===== config.mk =====
export PLATFORM = sky130hd
export DESIGN_NAME = multicycle_control
export DESIGN_NICKNAME = d
export VERILOG_FILES = /design/src/rtl/multicycle_control.sv
export SDC_FILE = /design/constraint.sdc
export NUM_CORES = 1
export LEC_CHECK = 0
export ABC_AREA = 1
export CAP_MARGIN = 20
export CORE_MARGIN = 5
export CORE_UTILIZATION = 42
export DETAILED_ROUTE_END_ITERATION = 8
export PLACE_DENSITY_LB_ADDON = 0.3
export RECOVER_POWER = 50
export SKIP_LAST_GASP = 1
export SLEW_MARGIN = 10
export SYNTH_ARGS = -nofsm -noshare
export SYNTH_HDL_FRONTEND = slang
export SYNTH_SLANG_ARGS = --single-unit

===== constraint.sdc =====
create_clock -name clk -period 1.4 [get_ports clk]
set_input_delay 0.35 -clock clk [delete_from_list [all_inputs] [get_ports clk]]
set_output_delay 0.35 -clock clk [all_outputs]
set_load 0.1 [all_outputs]

===== src/rtl/multicycle_control.sv =====
// multicycle_control: main control FSM of the multicycle MIPS datapath, with
// variable-latency memory handshake, illegal-opcode and memory-timeout detection.
module multicycle_control #(
  parameter int TIMEOUT   = 255,
  parameter int CNT_WIDTH = 8
) (
  input  logic       clk,
  input  logic       rst_n,
  input  logic [5:0] opcode,
  input  logic       memReady,
  output logic       pcWrite,
  output logic       pcWriteCond,
  output logic       iorD,
  output logic       memRead,
  output logic       memWrite,
  output logic       irWrite,
  output logic       memToReg,
  output logic       regDst,
  output logic       regWrite,
  output logic       aluSrcA,
  output logic [1:0] aluSrcB,
  output logic [1:0] aluOp,
  output logic [1:0] pcSource,
  output logic       instrDone,
  output logic       illegalOp,
  output logic       busError,
  output logic [3:0] state
);
  typedef enum logic [3:0] {
    IDLE = 4'd0, FETCH = 4'd1, DECODE = 4'd2, MEM_ADDR = 4'd3, MEM_READ = 4'd4,
    MEM_WB = 4'd5, MEM_WRITE = 4'd6, R_EXEC = 4'd7, R_WB = 4'd8, I_EXEC = 4'd9,
    I_WB = 4'd10, BRANCH = 4'd11, JUMP = 4'd12
  } state_t;
  localparam logic [5:0] OP_R = 6'b000000, OP_LW = 6'b100011, OP_SW = 6'b101011,
    OP_BEQ = 6'b000100, OP_J = 6'b000010, OP_ADDI = 6'b001000, OP_ANDI = 6'b001100,
    OP_ORI = 6'b001101, OP_XORI = 6'b001110;
  state_t state_q, state_d;
  logic [CNT_WIDTH-1:0] wait_cnt_q, wait_cnt_d;
  logic instr_done_q, instr_done_d, illegal_op_q, illegal_op_d, bus_error_q, bus_error_d;
  logic waiting, timeout;
  always_comb begin
    waiting = state_q inside {FETCH, MEM_READ, MEM_WRITE};
    timeout = waiting && !memReady && wait_cnt_q == CNT_WIDTH'(TIMEOUT - 1);
    // Counter is zero outside wait states, so every entry into one starts from zero
    wait_cnt_d = (waiting && !memReady && !timeout) ? wait_cnt_q + CNT_WIDTH'(1) : '0;
    illegal_op_d = 1'b0;
    bus_error_d = timeout;
    instr_done_d = (state_q inside {MEM_WB, R_WB, I_WB, BRANCH, JUMP}) ||
                   (state_q == MEM_WRITE && memReady);
    state_d = state_q;
    case (state_q)
      IDLE:      state_d = FETCH;
      FETCH:     state_d = memReady ? DECODE : FETCH;
      DECODE: begin
        case (opcode)
          OP_R:                              state_d = R_EXEC;
          OP_LW, OP_SW:                      state_d = MEM_ADDR;
          OP_BEQ:                            state_d = BRANCH;
          OP_J:                              state_d = JUMP;
          OP_ADDI, OP_ANDI, OP_ORI, OP_XORI: state_d = I_EXEC;
          default: begin
            state_d = FETCH;
            illegal_op_d = 1'b1;
          end
        endcase
      end
      MEM_ADDR:  state_d = opcode == OP_SW ? MEM_WRITE : MEM_READ;
      MEM_READ:  state_d = memReady ? MEM_WB : timeout ? FETCH : MEM_READ;
      MEM_WRITE: state_d = (memReady || timeout) ? FETCH : MEM_WRITE;
      R_EXEC:    state_d = R_WB;
      I_EXEC:    state_d = I_WB;
      MEM_WB, R_WB, I_WB, BRANCH, JUMP: state_d = FETCH;
      default:   state_d = IDLE;
    endcase
  end
  always_ff @(posedge clk or negedge rst_n) begin
    if (!rst_n) begin
      state_q      <= IDLE;
      wait_cnt_q   <= '0;
      instr_done_q <= 1'b0;
      illegal_op_q <= 1'b0;
      bus_error_q  <= 1'b0;
    end else begin
      state_q      <= state_d;
      wait_cnt_q   <= wait_cnt_d;
      instr_done_q <= instr_done_d;
      illegal_op_q <= illegal_op_d;
      bus_error_q  <= bus_error_d;
    end
  end
  // Moore decode; only the FETCH IR/PC loads look at memReady
  always_comb begin
    {pcWrite, pcWriteCond, iorD, memRead, memWrite, irWrite, memToReg, regDst, regWrite, aluSrcA} = '0;
    aluSrcB = 2'b00;
    aluOp = 2'b00;
    pcSource = 2'b00;
    case (state_q)
      FETCH: begin
        memRead = 1'b1;
        aluSrcB = 2'b01;
        irWrite = memReady;
        pcWrite = memReady;
      end
      DECODE:    aluSrcB = 2'b11;
      MEM_ADDR: begin
        aluSrcA = 1'b1;
        aluSrcB = 2'b10;
      end
      MEM_READ: begin
        memRead = 1'b1;
        iorD = 1'b1;
      end
      MEM_WB: begin
        regWrite = 1'b1;
        memToReg = 1'b1;
      end
      MEM_WRITE: begin
        memWrite = 1'b1;
        iorD = 1'b1;
      end
      R_EXEC: begin
        aluSrcA = 1'b1;
        aluOp = 2'b10;
      end
      R_WB: begin
        regWrite = 1'b1;
        regDst = 1'b1;
      end
      I_EXEC: begin
        aluSrcA = 1'b1;
        aluSrcB = 2'b10;
        aluOp = opcode == OP_ADDI ? 2'b00 : 2'b11;
      end
      I_WB:      regWrite = 1'b1;
      BRANCH: begin
        aluSrcA = 1'b1;
        aluOp = 2'b01;
        pcWriteCond = 1'b1;
        pcSource = 2'b01;
      end
      JUMP: begin
        pcWrite = 1'b1;
        pcSource = 2'b10;
      end
      default: ;
    endcase
  end
  assign state     = state_q;
  assign instrDone = instr_done_q;
  assign illegalOp = illegal_op_q;
  assign busError  = bus_error_q;
endmodule


## Yosys cells after proc, flatten, opt, wreduce, memory -nomap -nowiden

Cells that the tools add are included.

| cells by class | value |
|---|---|
| muxes and demuxes | 24 |
| equality and inequality tests | 21 |
| add/subtract/negate cells | 1 |
| reductions and logical operators | 21 |

Operators with widths:

| cell | count |
|---|---|
| $pmux W4 S8 | 1 |
| $eq A6 B4 Y1 const B | 4 |
| $eq A4 B4 Y1 const B | 5 |
| $pmux W4 S5 | 1 |
| $eq A4 B3 Y1 const B | 4 |
| $eq A6 B6 Y1 const B | 2 |
| $pmux W2 S3 | 2 |
| $mux W1 | 11 |
| $mux W3 | 3 |
| $reduce_or A9 Y1 | 1 |
| $add A8 B1 Y8 const B | 1 |
| $eq A4 B2 Y1 const B | 2 |
| $eq A8 B8 Y1 const B | 1 |
| $mux W8 | 1 |
| $reduce_or A2 Y1 | 4 |
| $reduce_or A4 Y1 | 2 |
| $eq A6 B2 Y1 const B | 1 |
| $eq A6 B3 Y1 const B | 1 |
| $logic_not A6 Y1 | 1 |
| $mux W2 | 3 |
| $reduce_or A6 Y1 | 1 |
| $reduce_bool A5 Y1 | 1 |
| $eq A4 B1 Y1 const B | 1 |
| $logic_and A1 B1 Y1 | 4 |
| 7 further kinds | 9 |

| word-level totals | value |
|---|---|
| word-level logic and storage cells | 72 |
| register bits after elaboration | 15 |

## Logic depth before layout (Yosys ltp)

Gate-level depths: netlist (run 1).

| logic depth | value |
|---|---|
| depth in word-level cells | 7 |
| mapped depth | 9 |
| gate-level depth less buffers | 9 |

## Worst setup path before layout (run 1)

Ideal clock, no wire load.

| timing | value |
|---|---|
| path kind | reg2out |
| start | register state_q[2] (netlist: state[2]) |
| end | output aluSrcB[1] |
| path buffers | 0 |
| arrival time | 3.381 ns |
| cell stages (with the launch flop) | 4 |
| setup slack | -2.331 ns |
| path through | dfrtp_1 -> nor2_2 -> inv_2 -> o21ai_0 |

| on the way | value |
|---|---|
| word-level cells in the longest chain between the ends | 3 |
| elaborated cells between the ends (all ways) | 6 |
| those cells by class | 4 x eq/ne; 1 x mux; 1 x reduce/logical |

RTL lines:

| element | line | RTL |
|---|---|---|
| start: declaration | 37 | `state_t state_q, state_d;` |
| start signal: assignment | 84 | `state_q <= state_d;` |
| $eq A4 B4 Y1 / $eq A4 B2 Y1 (equally long branches) | 97 | `case (state_q)` |
| $reduce_or A2 Y1 (no source line) | n/a |  |
| $pmux W2 S3 * | 97 |  |
| end: declaration | 21 | `output logic [1:0] aluSrcB,` |

Mark *: on every way between the ends. The rest lies on a longest branch, timed or not.

## Final worst setup path (run 1)

| timing | value |
|---|---|
| start | register state_q[1] (netlist: state[1]) |
| end | output aluOp[0] |

| on the way | value |
|---|---|
| word-level cells in the longest chain between the ends | 2 |
| elaborated cells between the ends (all ways) | 4 |
| those cells by class | 3 x eq/ne; 1 x mux |

RTL lines:

| element | line | RTL |
|---|---|---|
| $eq A4 B4 Y1 / $eq A4 B3 Y1 (equally long branches) | 97 |  |
| $pmux W2 S3 * | 97 |  |
| end: declaration | 22 | `output logic [1:0] aluOp,` |

Marked as above.

==> out/qor_table.md, run 1 <==
| Stage | Quantity | Reported |
| --- | --- | --- |
| cts | Sinks on the clock net | 15 |
| global route | Total Routing Usage GR | 0.254 |
| cts | Number of buffers inserted for hold repair after clock tree synthesis | 0 |
| synth | Net count after synthesis | 182 |
| timing | Normalized max-slew margin | 0.476 |
| global route | Number of global-route vias before repair | 1622 |
| power and ir drop | Net switching fraction of the power | 0.574 |
| power and ir drop | Part of the total power dissipated in sequential elements | 0.119 |
| synth | Mapped cell area | 1150 µm² |
| finish | Layout overhead on the synthesized area | 111% |
| synth | Distinct cell type count after synthesis | 22 |
| critical path | Startpoint type of the worst setup path | flip-flop |
| floorplanning | Die height | 62.3 µm |
| synth | Syn Area/Cell | 6.71 µm² |
| global route | Global route hottest layer | met2 |
| placement | Placer Congestion | 0.884 |
| critical path | Worst-path fanout max | 5 |
| hold path | Class of the tightest hold or removal check | reg2reg |
| status | Violations in the final reports | setup timing |
| timing | Setup violations, final | 34 |
| placement | DPL Wire Length | 3.08 mm |
| floorplanning | Horizontal extent of the die | 62.3 µm |
| power and ir drop | Cell-internal power | 0.00262 W |
| cts | Total number of H-tree levels | 1 |
| cts | CTS tree | built |
| synth | Cell taking the most area after synthesis | dfrtp_1 |
| synth | Area share of the largest cell type after synthesis | 0.327 |
| critical path | Required time at the endpoint of the critical path | 1.05 ns |
| floorplanning | Top Ports | 32 |
| global route | Global-route track usage on met2 | 0.462 |
| global route | Global-route wire length before repair | 7.97 mm |
| job | Total of max-cap violations | 0 |
| timing | Setup slack of the critical path after layout | -0.562 ns |
| finish | Post-Route Utilization | 0.900 |
| drt | Average vias per placed instance | 5.53 |
| cts | Clock-pin transition on the worst setup and hold timing paths | 0.09 ns |
| finish | Area of all sequential standard cells | 390 µm² |
| floorplanning | Core Footprint | 2690 µm² |
| global route | Maximum number of pins on one net before global-route repair | 16 |
| cts | Cell at the root of the clock tree | clkbuf_4 |
| drt | Post-route ant nets | 0 |
| cts | Num CTS Buffers | 3 |
| timing | Time the final worst path needs with I/O delays and setup | 1.96 ns |
| synth | Sequential fraction of the synthesis area | 0.327 |
| global route | Met1 demand-to-capacity share in global routing | 0.266 |
| synth | Number of register bits inferred by synthesis | 15 |
| floorplanning | Row count | 19 |
| cts | Maximum buffer depth of the clock tree | 2 |
| critical path | WP data arrival | 1.61 ns |
| timing | Number of hold violations in the final report | 0 |
| floorplanning | Starting density of the core | 0.427 |
| timing | Tightest Pin Transition | 0.787 ns |
| cts | Worst-skew pair later-pin latency | 0.29 ns |
| finish | Most common cell after layout, fill and taps aside | buf_4 |
| floorplanning | Die Outline Area | 3880 µm² |
| drt | Total via count after detailed routing | 1571 |
| finish | Filler Cells Inserted | 107 |
| synth | Synth warnings | 0 |
| synth | Top cells by area, synth | dfrtp_1 (33%), nand2_1 (15%), nor2_1 (8.8%) |
| drt | Number of optimization iterations in the first detailed-route pass | 4 |
| global route | Total gr overflow | 0 |
| power and ir drop | Sum of internal, switching and leakage power | 0.00615 W |
| critical path | Sort of element at the end of the critical path | primary output |
| timing | Post-route clock skew | 0.00293 ns |
| drt | Number of DRC violations after detailed routing | 0 |
| finish | Number of diodes added for antenna fixing | 0 |
| finish | Non-Filler Instances | 284 |
| timing | Max-slew violation count | 0 |
| finish | Fraction of layout cells with a size suffix above 1 | 0.553 |
| timing | RSZ-0062 raised after global routing | yes |
| finish | Area used by multi-input combinational logic | 890 µm² |
| timing | Final worst path period share | 1.40 |
| synth | Mapped Cells | 171 |
| global route | Fraction of met3 tracks used by global routing | 0.0595 |
| status | Run status | finished, violations left |
| drt | Total routed wirelength | 5.48 mm |
| power and ir drop | Static leakage | 1.12 nW |
| global route | Number of antenna violations at the first check in global routing | 0 |
| power and ir drop | Power share of the combinational group | 0.841 |
| critical path | Critical path start-end classification | reg2out |
| timing | Maximum achievable frequency | 510 MHz |
| power and ir drop | Power per unit of standard cell area | 2540 nW/µm² |
| drt | Number of DRC violations after detailed-routing iteration 0 | 122 |
| power and ir drop | Clock power share | 0.040 |
| placement | Port Buffer Count | 31 |
| power and ir drop | Reported net switching power | 0.00353 W |
| finish | Commonest cells after routing, fill and taps aside | buf_4 (38), nand2_1 (37), buf_12 (23) |
| finish | Final #Nets | 265 |
| drt | Routed length per placed instance | 19.3 µm |
| placement | Cells after DPL | 267 |
| power and ir drop | Maximum vdd ir drop | 2.85 mV |
==> stage by stage <==
| step | hold slack, ns | worst slack (ns) | TNS, ns | instance area (µm²) |
|---|---|---|---|---|
| after floorplan | 0.0544 | -0.647 | -13.16 | 1280 |
| after global placement | 0.471 | -0.384 | -4.41 | 2100 |
| after detailed placement | 0.489 | -0.439 | -5.90 | 2100 |
| after CTS | 0.370 | -0.472 | -8.01 | 2270 |
| after global routing | 0.596 | -0.625 | -12.05 | 2420 |
| final | 0.578 | -0.562 | -10.28 | 2420 |
==> power by group through the flow <==
stage | logic, W | registers (W) | clock network, W
3_3_place_gp | 0.00424 | 0.000685 | 0
5_1_grt | 0.00534 | 0.000738 | 0.000276
2_1_floorplan | 0.00213 | 0.00118 | 0
4_1_cts | 0.00463 | 0.000702 | 0.000254
6_report | 0.00517 | 0.000732 | 0.000244
3_5_place_dp | 0.00434 | 0.000691 | 0
==> path summary, 6_finish.rpt <==
path / start / to / slack, ns / cells after the start
min: wait_cnt_q[0]$_DFF_PN0_ / wait_cnt_q[0]$_DFF_PN0_ / 0.58 / 2
max: state[1]$_DFF_PN0_ / aluOp[0] / -0.56 / 6
max reg2reg: state[1]$_DFF_PN0_ / state[2]$_DFF_PN0_ / -0.24 / 9
max in group asynchronous: rst_n / state[2]$_DFF_PN0_ / 0.18 / 2
min in group asynchronous: rst_n / wait_cnt_q[0]$_DFF_PN0_ / 0.65 / 2
min reg2reg: wait_cnt_q[0]$_DFF_PN0_ / wait_cnt_q[0]$_DFF_PN0_ / 0.58 / 2
==> layer usage <==
metal / share of wire / wire length, µm
met5: 0 / 0
met4: 0.077 / 424
met3: 0.068 / 375
met2: 0.52 / 2830
met1: 0.34 / 1860
==> logic make-up after synthesis <==
group	after synthesis	synth area share
simple gates	114	0.484
buf+inv	28	0.0949
flops	15	0.327
compound gates	7	0.0338
xor+xnor	5	0.0382
fa+ha+maj	2	0.0218
==> cell type report <==
type	count	area share
sequential	15	0.161
timing repair buffer	79	0.385
clock inverter	1	0.00207
clock buffer	3	0.00932
tap	31	0.0160
inverter	27	0.0580
multi-input combinational	128	0.368
==> cells in the mapped netlist (all sizes together) <==
cell and n:
a21oi 3, buf 1, dfrtp 15, ha 2, inv 27, nand2 52
nand3 18, nand4 1, nor2 41, nor3 2, o21ai 4, xnor2 1
xor2 4
==> flip-flops by register name, indices dropped and copies added, names as in the netlist <==
register	flops
busError	1
state	4
wait_cnt_q	8
instrDone	1
illegalOp	1
==> critical path, stage by stage (launching register included) <==
cell and delay, ns:
dfrtp_4 0.55, nor2_4 0.20, nand2_2 0.10, inv_2 0.12, nand2_4 0.08, nand2_2 0.09
buf_12 0.17
==> what timing repair did <==
item / CTS / global route
pin swaps: 14 / 13
endpoints found under the setup margin: 26 / 34
setup buffers: 9 / 4
gates resized for setup: 20 / 26
No activity file was read; power rests on OpenSTA's default activity.
==> inputs of run 2 (changes only) <==
Clock period 1.4 ns to 2.5 ns, I/O delays scaled along.
==> run 2 against run 1 <==
Net effect: the run now ends clean; critical path depth rose by 2; sequential share of layout area is 6.8 points higher; non-clock buffer count shrank 48; cell area decreased by 30%; core utilization decreased by 27 points; via count down 26%; critical path type is now in2out.
==> out/qor_table.md, run 2 (synthesized netlist as in run 1, its figures left out) <==
| Stage | Quantity | Reported |
| --- | --- | --- |
| status | Run status | completed |
| cts | Num CTS Buffers | 3 |
| drt | Total routed wirelength | 2.79 mm |
| timing | Max-slew violation count | 0 |
| timing | RSZ-0062 raised after global routing | no |
| cts | Worst-skew pair later-pin latency | 0.28 ns |
| global route | Global-route wire length before repair | 4.88 mm |
| finish | Commonest cells after routing, fill and taps aside | nand2_1 (48), nor2_1 (25), nand3_1 (18) |
| finish | Layout overhead on the synthesized area | 47.0% |
| placement | Placer Congestion | 0.853 |
| drt | Total via count after detailed routing | 1159 |
| job | Total of max-cap violations | 0 |
| finish | Post-route cell area | 1690 µm² |
| drt | Average vias per placed instance | 4.91 |
| drt | Routed length per placed instance | 11.8 µm |
| floorplanning | Top Ports | 32 |
| timing | Time the final worst path needs with I/O delays and setup | 2.44 ns |
| drt | Number of DRC violations after detailed-routing iteration 0 | 18 |
| critical path | Top delay family on crit path | buffers and inverters |
| critical path | Critical path start-end classification | in2out |
| critical path | Sort of element at the end of the critical path | primary output |
| global route | Global route hottest layer | met2 |
| critical path | WP data arrival | 1.81 ns |
| finish | Largest register by flop count | wait_cnt_q |
| floorplanning | Die Outline Area | 3880 µm² |
| cts | Total number of H-tree levels | 1 |
| floorplanning | Core Footprint | 2690 µm² |
| drt | Number of optimization iterations in the first detailed-route pass | 4 |
| floorplanning | Die height | 62.3 µm |
| cts | Cell at the root of the clock tree | clkbuf_4 |
| timing | Setup violations, final | 0 |
| cts | CTS tree | built |
| critical path | Largest incremental delay on the critical path | 0.47 ns |
| global route | Fraction of met3 tracks used by global routing | 0.0468 |
| finish | Final #Nets | 217 |
| floorplanning | Row count | 19 |
| finish | Number of diodes added for antenna fixing | 0 |
| drt | Number of DRC violations after detailed routing | 0 |
| placement | Port Buffer Count | 31 |
| global route | Met1 demand-to-capacity share in global routing | 0.168 |
| critical path | Cell with the largest stage delay on the worst path | clkdlybuf4s50_1 |
| placement | Post-detailed-placement cell area | 1670 µm² |
| timing | Tightest Pin Transition | 0.652 ns |
| finish | Filler Cells Inserted | 243 |
| timing | Number of hold violations in the final report | 0 |
| cts | Setup Buffers After CTS | 0 |
| placement | Worst-case setup slack after placement | 0.0530 ns |
| placement | DPL Wire Length | 2.41 mm |
| timing | Setup slack of the critical path after layout | 0.0625 ns |
| global route | Number of antenna violations at the first check in global routing | 0 |
| floorplanning | Horizontal extent of the die | 62.3 µm |
| critical path | Startpoint type of the worst setup path | input pin |
| global route | Maximum number of pins on one net before global-route repair | 16 |
| global route | Number of global-route vias before repair | 1140 |
| placement | Cells after DPL | 232 |
| hold path | Class of the tightest hold or removal check | reg2reg |
| cts | Sinks on the clock net | 15 |
| timing | Normalized max-slew margin | 0.564 |
| critical path | Critical path buffers and inverters | 3 |
| global route | Total gr overflow | 0 |
| finish | Non-Filler Instances | 236 |
| timing | Post-route clock skew | 0.00932 ns |
| critical path | Dominant cell type by count on the critical path | nand2_1 |
| global route | Global-route track usage on met2 | 0.263 |
| timing | Final worst path period share | 0.975 |
| floorplanning | Starting density of the core | 0.427 |
| global route | Total Routing Usage GR | 0.149 |
| timing | Maximum achievable frequency | 410 MHz |
| critical path | Worst-path fanout max | 4 |
| finish | Fraction of layout cells with a size suffix above 1 | 0.317 |
| drt | Post-route ant nets | 0 |
| cts | Maximum buffer depth of the clock tree | 2 |
| critical path | Cell chain of the critical path | clkdlybuf4s50_1 > nor2_1 > nand2_1 > inv_1 > nand2_1 > nand2_1 > nand2_1 > buf_12 |
| finish | Max FFs per register | 8 |
| critical path | Required time at the endpoint of the critical path | 1.88 ns |
| cts | Clock-pin transition on the worst setup and hold timing paths | 0.09 ns |
| timing | Final-layout setup total negative slack | 0 ns |
| finish | Most common cell after layout, fill and taps aside | nand2_1 |
run 2: layer usage:
| layer | routed length (µm) | up-vias |
|---|---|---|
| met5 | 0 | - |
| met4 | 47 | 0 |
| met3 | 184 | 4 |
| met2 | 1460 | 41 |
| met1 | 1100 | 526 |
| li1 | - | 588 |
run 2: path summary, 6_finish.rpt:
check	cells after the start	endpoint	from	slack, ns
setup reg to reg	7	wait_cnt_q[7]$_DFF_PN0_	state[3]$_DFF_PN0_	0.97
hold / removal	1	wait_cnt_q[0]$_DFF_PN0_	wait_cnt_q[0]$_DFF_PN0_	0.50
max in group asynchronous	1	state[2]$_DFF_PN0_	rst_n	1.21
min in group asynchronous	1	wait_cnt_q[6]$_DFF_PN0_	rst_n	0.80
hold reg to reg	1	wait_cnt_q[0]$_DFF_PN0_	wait_cnt_q[0]$_DFF_PN0_	0.50
setup / recovery	8	aluOp[0]	opcode[1]	0.06
run 2: area by class of cell:
cell class | count | area [µm²] | share of cell area
clock buffer | 3 | 22.5 | 0.0134
multi-input combinational | 128 | 667 | 0.395
timing repair buffer | 31 | 458 | 0.272
tap | 31 | 38.8 | 0.0230
inverter | 27 | 109 | 0.0645
clock inverter | 1 | 5.00 | 0.00297
sequential | 15 | 387 | 0.229
run 2: per-stage QoR:
stage,utilization,hold slack [ns]
floorplan,-,0.329
global placement,0.623,0.477
detailed placement,0.623,0.482
CTS,0.633,0.498
global route,0.628,0.527
finish,0.628,0.497
run 2: timing repair:
item,in CTS,in global routing
gates resized for setup,0,5
endpoints found under the setup margin,0,2
hold endpoints to repair,0,0
hold buffers,0,0
Power of run 2 is left out: the tool's default activity adds up to more than one toggle a clock period on the data nets, which glitch-free logic cannot reach.
==> inputs of run 3 (changes only) <==
Settings changed: CAP_MARGIN 20 to 10.
==> results of run 3 <==
Same layout as run 2: the final DEF is identical, and so are final timing and power.
Power of run 3 is left out for the same reason.
